### src/rtl/pipe_pkg.sv
// Shared MEM/WB pipeline types: field widths, the zero register index and
// the stage record carried by pipe_reg.
package pipe_pkg;

    localparam int DATA_W   = 32;
    localparam int RD_W     = 5;
    localparam logic [RD_W-1:0] ZERO_REG = '0;

    typedef struct packed {
        logic              valid;
        logic [DATA_W-1:0] alu_result;
        logic [DATA_W-1:0] mem_data;
        logic [RD_W-1:0]   rd;
        logic              reg_write;
        logic              mem_to_reg;
    } mem_wb_t;

    // Fields squashed by a flush; everything else keeps its last value.
    localparam mem_wb_t FLUSH_MASK = '{valid: 1'b1, reg_write: 1'b1, default: '0};

endpackage

### src/rtl/pipe_reg.sv
// Generic enabled pipeline register: async reset, synchronous clear of the
// CLR_MASK bits (clear beats enable), other bits hold on clear.
module pipe_reg #(
    parameter int           W        = 1,
    parameter logic [W-1:0] CLR_MASK = '1
) (
    input  logic         clk,
    input  logic         rst,
    input  logic         en,
    input  logic         clr,
    input  logic [W-1:0] d,
    output logic [W-1:0] q
);

    always_ff @(posedge clk or posedge rst) begin
        if (rst) begin
            q <= '0;
        end else if (clr) begin
            q <= q & ~CLR_MASK;
        end else if (en) begin
            q <= d;
        end
    end

endmodule

### src/rtl/mem_wb_reg.sv
// MEM/WB pipeline register with qualified write enable, forwarding mux and
// optional retire/bubble counters (enabled by macro MEM_WB_PERF_EN).
module mem_wb_reg
    import pipe_pkg::*;
#(
    parameter int DATA_W = pipe_pkg::DATA_W,
    parameter int RD_W   = pipe_pkg::RD_W
) (
    input  logic              CLK,
    input  logic              RESET,
    input  logic              STALL,
    input  logic              FLUSH,
    input  logic              IN_VALID,
    input  logic [DATA_W-1:0] IN_ALU_RESULT,
    input  logic [DATA_W-1:0] IN_MEM_DATA,
    input  logic [RD_W-1:0]   IN_RD,
    input  logic              IN_REG_WRITE,
    input  logic              IN_MEM_TO_REG,
    output logic              OUT_VALID,
    output logic [DATA_W-1:0] OUT_ALU_RESULT,
    output logic [DATA_W-1:0] OUT_MEM_DATA,
    output logic [RD_W-1:0]   OUT_RD,
    output logic              OUT_REG_WRITE,
    output logic              OUT_MEM_TO_REG,
    output logic [DATA_W-1:0] FWD_DATA,
    output logic [RD_W-1:0]   FWD_RD,
    output logic [31:0]       RETIRE_COUNT,
    output logic [31:0]       BUBBLE_COUNT
);

    mem_wb_t d, q;

    always_comb begin
        d            = '0;
        d.valid      = IN_VALID;
        d.alu_result = IN_ALU_RESULT;
        d.mem_data   = IN_MEM_DATA;
        d.rd         = IN_RD;
        d.reg_write  = IN_REG_WRITE & IN_VALID & (IN_RD != ZERO_REG);
        d.mem_to_reg = IN_MEM_TO_REG;
    end

    // FLUSH maps to the clear port so it wins over STALL (which drops enable).
    pipe_reg #(
        .W        ($bits(mem_wb_t)),
        .CLR_MASK (FLUSH_MASK)
    ) u_stage (
        .clk (CLK),
        .rst (RESET),
        .en  (~STALL),
        .clr (FLUSH),
        .d   (d),
        .q   (q)
    );

    assign OUT_VALID      = q.valid;
    assign OUT_ALU_RESULT = q.alu_result;
    assign OUT_MEM_DATA   = q.mem_data;
    assign OUT_RD         = q.rd;
    assign OUT_MEM_TO_REG = q.mem_to_reg;
    assign OUT_REG_WRITE  = q.reg_write & q.valid;
    assign FWD_DATA       = q.mem_to_reg ? q.mem_data : q.alu_result;
    assign FWD_RD         = q.rd;

`ifdef MEM_WB_PERF_EN
    logic [31:0] retire_q, bubble_q;

    always_ff @(posedge CLK or posedge RESET) begin
        if (RESET) begin
            retire_q <= '0;
            bubble_q <= '0;
        end else if (!STALL) begin
            if (q.valid) begin
                if (retire_q != '1) retire_q <= retire_q + 32'd1;
            end else begin
                if (bubble_q != '1) bubble_q <= bubble_q + 32'd1;
            end
        end
    end

    assign RETIRE_COUNT = retire_q;
    assign BUBBLE_COUNT = bubble_q;
`else
    assign RETIRE_COUNT = '0;
    assign BUBBLE_COUNT = '0;
`endif

endmodule

### config.mk
export PLATFORM = sky130hd
export DESIGN_NAME = mem_wb_reg
export DESIGN_NICKNAME = d
export VERILOG_FILES = /design/src/rtl/pipe_pkg.sv /design/src/rtl/pipe_reg.sv /design/src/rtl/mem_wb_reg.sv
export SDC_FILE = /design/constraint.sdc
export NUM_CORES = 1
export LEC_CHECK = 0
export CAP_MARGIN = 20
export CORE_MARGIN = 3
export CORE_UTILIZATION = 38
export CTS_CLUSTER_DIAMETER = 40
export DETAILED_ROUTE_END_ITERATION = 10
export PLACE_DENSITY = 0.81
export SLEW_MARGIN = 20
export SYNTH_ARGS = -nofsm -noshare
export SYNTH_HDL_FRONTEND = slang
export SYNTH_SLANG_ARGS = --single-unit
### constraint.sdc
create_clock -name CLK -period 3.1 [get_ports CLK]
set_clock_uncertainty 0.1 [all_clocks]
set_input_delay 0.62 -clock CLK [delete_from_list [all_inputs] [get_ports CLK]]
set_output_delay 0.62 -clock CLK [all_outputs]
set_load 0.1 [all_outputs]
==> results.toml <==
[logic_synthesis]
synthCells = 333
synth_top_family_by_area = "multiplexers"
yosysWarnings = 0
syn-mean-instance-area_um2 = 12.5
ys_seq_area_share_pct = 43.4
synthDistinctLibCells = 16
synth-simple-area-share_pct = 0.964
synth_area_um2 = 4150
synth_compound_area_share_pct = 0.211
synth_fa_ha_area_share_pct = 0
synth_xor_area_share_pct = 0
yosys_register_bits = 72
synth_mux_area_share_pct = 27.9

[floorplan]
placementRows = 37
dieWidth_um = 111
start_util_pct = 39.7
core_um2 = 10500
die_h_um = 111
die-area_um2 = 12200
num_io_pins = 249

[setup_path]
cp_data_arrival_time_ps = 1700
cp-start-kind = "flip-flop"
crit_fanout = 34
slowest_delay_ps = 430
slowest_stage = "buf_4"
crit_type = "flip-flop to primary output"
required_ps = 2380
cp_cell_sequence = "buf_4 -> mux2_2 -> buf_12"
crit_path_end_kind = "primary output"

[cts]
cts_hold_buf = 0
cts_resized = 0
clkSlewWorstSetupHoldPaths_ps = 80
cts_root_buf = "clkbuf_8"
cts_made_buffers = 9
cts_tree = "done"
cts_sinks = 72
htreeDepth = 3
clk_latency_ps = 330
post_cts_buffers = 0
cts_buffer_depth = 2

[placed_design]
place_area_um2 = 5450
numPortBuffers = 184
gp_congestion = 0.761
dpl.hpwl_mm = 6.91

[pwr]
p_leak_nw = 2.60
p_per_area_nw_per_um2 = 951
vdd_ir_drop_max_mv = 0.558

[global_routing]
grt_pass1_vias = 2702
top_usage_layer = "met2"
grt_usage_pct = 14.6
grt_pass1_wl_mm = 14.5
grt_antenna_before_repair = 0
grtUsageMet3_pct = 5.37
grt_overflow_total = 0
grt_start_max_net_pins = 73
gr-usage-met1_pct = 17.3
grtUsageMet2_pct = 24.4

[min_path]
hp-class = "flip-flop to flip-flop"

[drt]
drt_iter0_markers = 63
final_antenna_net_count = 0
drt-vias-per-instance = 4.26
first_pass_iters = 3
drc = 0
wire_per_inst_um = 15.4
wl_mm = 9.04
dr_total_vias = 2499

[sta]
tightest_slew_ps = 524
relSlewSlack_pct = 65.0
final_hold_viol_count = 0
setup_viol = 0
fin_crit_ps = 2420
fin_crit_sh_pct = 78.0
tns_ps = 0
fmax_mhz = 413
rsz0062_at_grt = "no"
final_max_slew_viol_count = 0

[status]
outcome = "finished clean"

[cells_and_area]
largest_reg_flops = 72
stdcell_area_um2 = 5710
area_growth_pct = 37.5
final_layout_size_suffix_gt1_share_pct = 49.9
fin_nets = 522
top_register = "u_stage.q"
fillers = 856
reg_top3 = "u_stage.q x72"
n_antenna_cell = 0

[run]
maxCapViolations = 0
metrics by stage:
stage                     hold WS [ps]  worst slack, ps  cells  power (mW)  utilization (%)
final                              419              681    587        5.43             54.6
after global routing               444              604    587        5.59             54.6
after CTS                          425              638    587        5.48             54.6
after detailed placement           404              746    571        4.49             52.1
after global placement             398              797    571        4.46             52.1
after floorplan                    373              409    396        3.90                -
power by group:
group	internal (mW)	switching (mW)	total, mW	leakage (nW)
combinational	0.832	2.43	3.27	1.62
clock	0.619	0.353	0.972	0.128
sequential	1.08	0.112	1.19	0.848
total	2.53	2.90	5.43	2.60
path summary, 6_finish.rpt:
path	start	endpoint	slack, ps	cells after the start
max	u_stage.q[0]	FWD_DATA[9]	680	3
min	u_stage.q[12]	u_stage.q[12]	420	1
max reg2reg	u_stage.q[0]	u_stage.q[0]	1920	2
min reg2reg	u_stage.q[12]	u_stage.q[12]	420	1
max in group asynchronous	RESET	u_stage.q[25]	1990	3
min in group asynchronous	RESET	u_stage.q[20]	570	3
cells in the final DEF (no fill, tap or decap):
cell / synthesis / layout
bufinv_16: 0 / 4
mux2i_1: 1 / 1
o2111ai_1: 1 / 1
clkbuf_8: 0 / 9
mux2_2: 96 / 96
clkinv_4: 0 / 1
nor2_1: 1 / 1
dfrtp_1: 72 / 72
and2_1: 1 / 1
clkbuf_1: 0 / 2
or4_1: 1 / 1
clkdlybuf4s50_1: 0 / 75
buf_4: 138 / 79
nand3b_1: 1 / 1
inv_2: 0 / 1
buf_12: 0 / 34
mux2_1: 6 / 6
nand2_1: 1 / 1
nor2_4: 1 / 1
conb_1: 1 / 64
layout make-up:
class	instances	area (µm²)	share of cell area, %
repair buffers	188	2020	35.5
clock inverters	5	129	2.26
multi-input cells	174	1450	25.4
clock buffers	11	131	2.30
well taps	136	170	2.98
inverters	1	3.75	0.0658
flip-flops and latches	72	1800	31.6
Yosys cell counts (all sizes together):
cell | n | area [µm²]
conb | 1 | 3.75
mux2i | 1 | 10.0
and2 | 1 | 6.26
buf | 149 | 1130
mux2 | 102 | 1150
dfrtp | 72 | 1800
nand2 | 1 | 3.75
nand3b | 1 | 7.51
o2111ai | 1 | 8.76
or4 | 1 | 7.51
nor2 | 2 | 15.0
inv | 1 | 3.75
critical path: cells and delay by family (launching register included):
family	cells	cell delay, ps
mux	1	430
flops	1	320
buf+inv	2	600
cells by family after synthesis:
logic type | after synthesis
buffers and inverters | 150
muxes | 103
other | 1
AOI/OAI and AO/OA | 1
DFF | 72
and+or+nand+nor | 6
metal layers:
metal | wire length, µm | vias up
met5 | 0 | -
li1 | - | 1133
met1 | 3430 | 1196
met3 | 914 | 12
met4 | 146 | 0
met2 | 4550 | 158
Power figures use the tool's default switching activity.
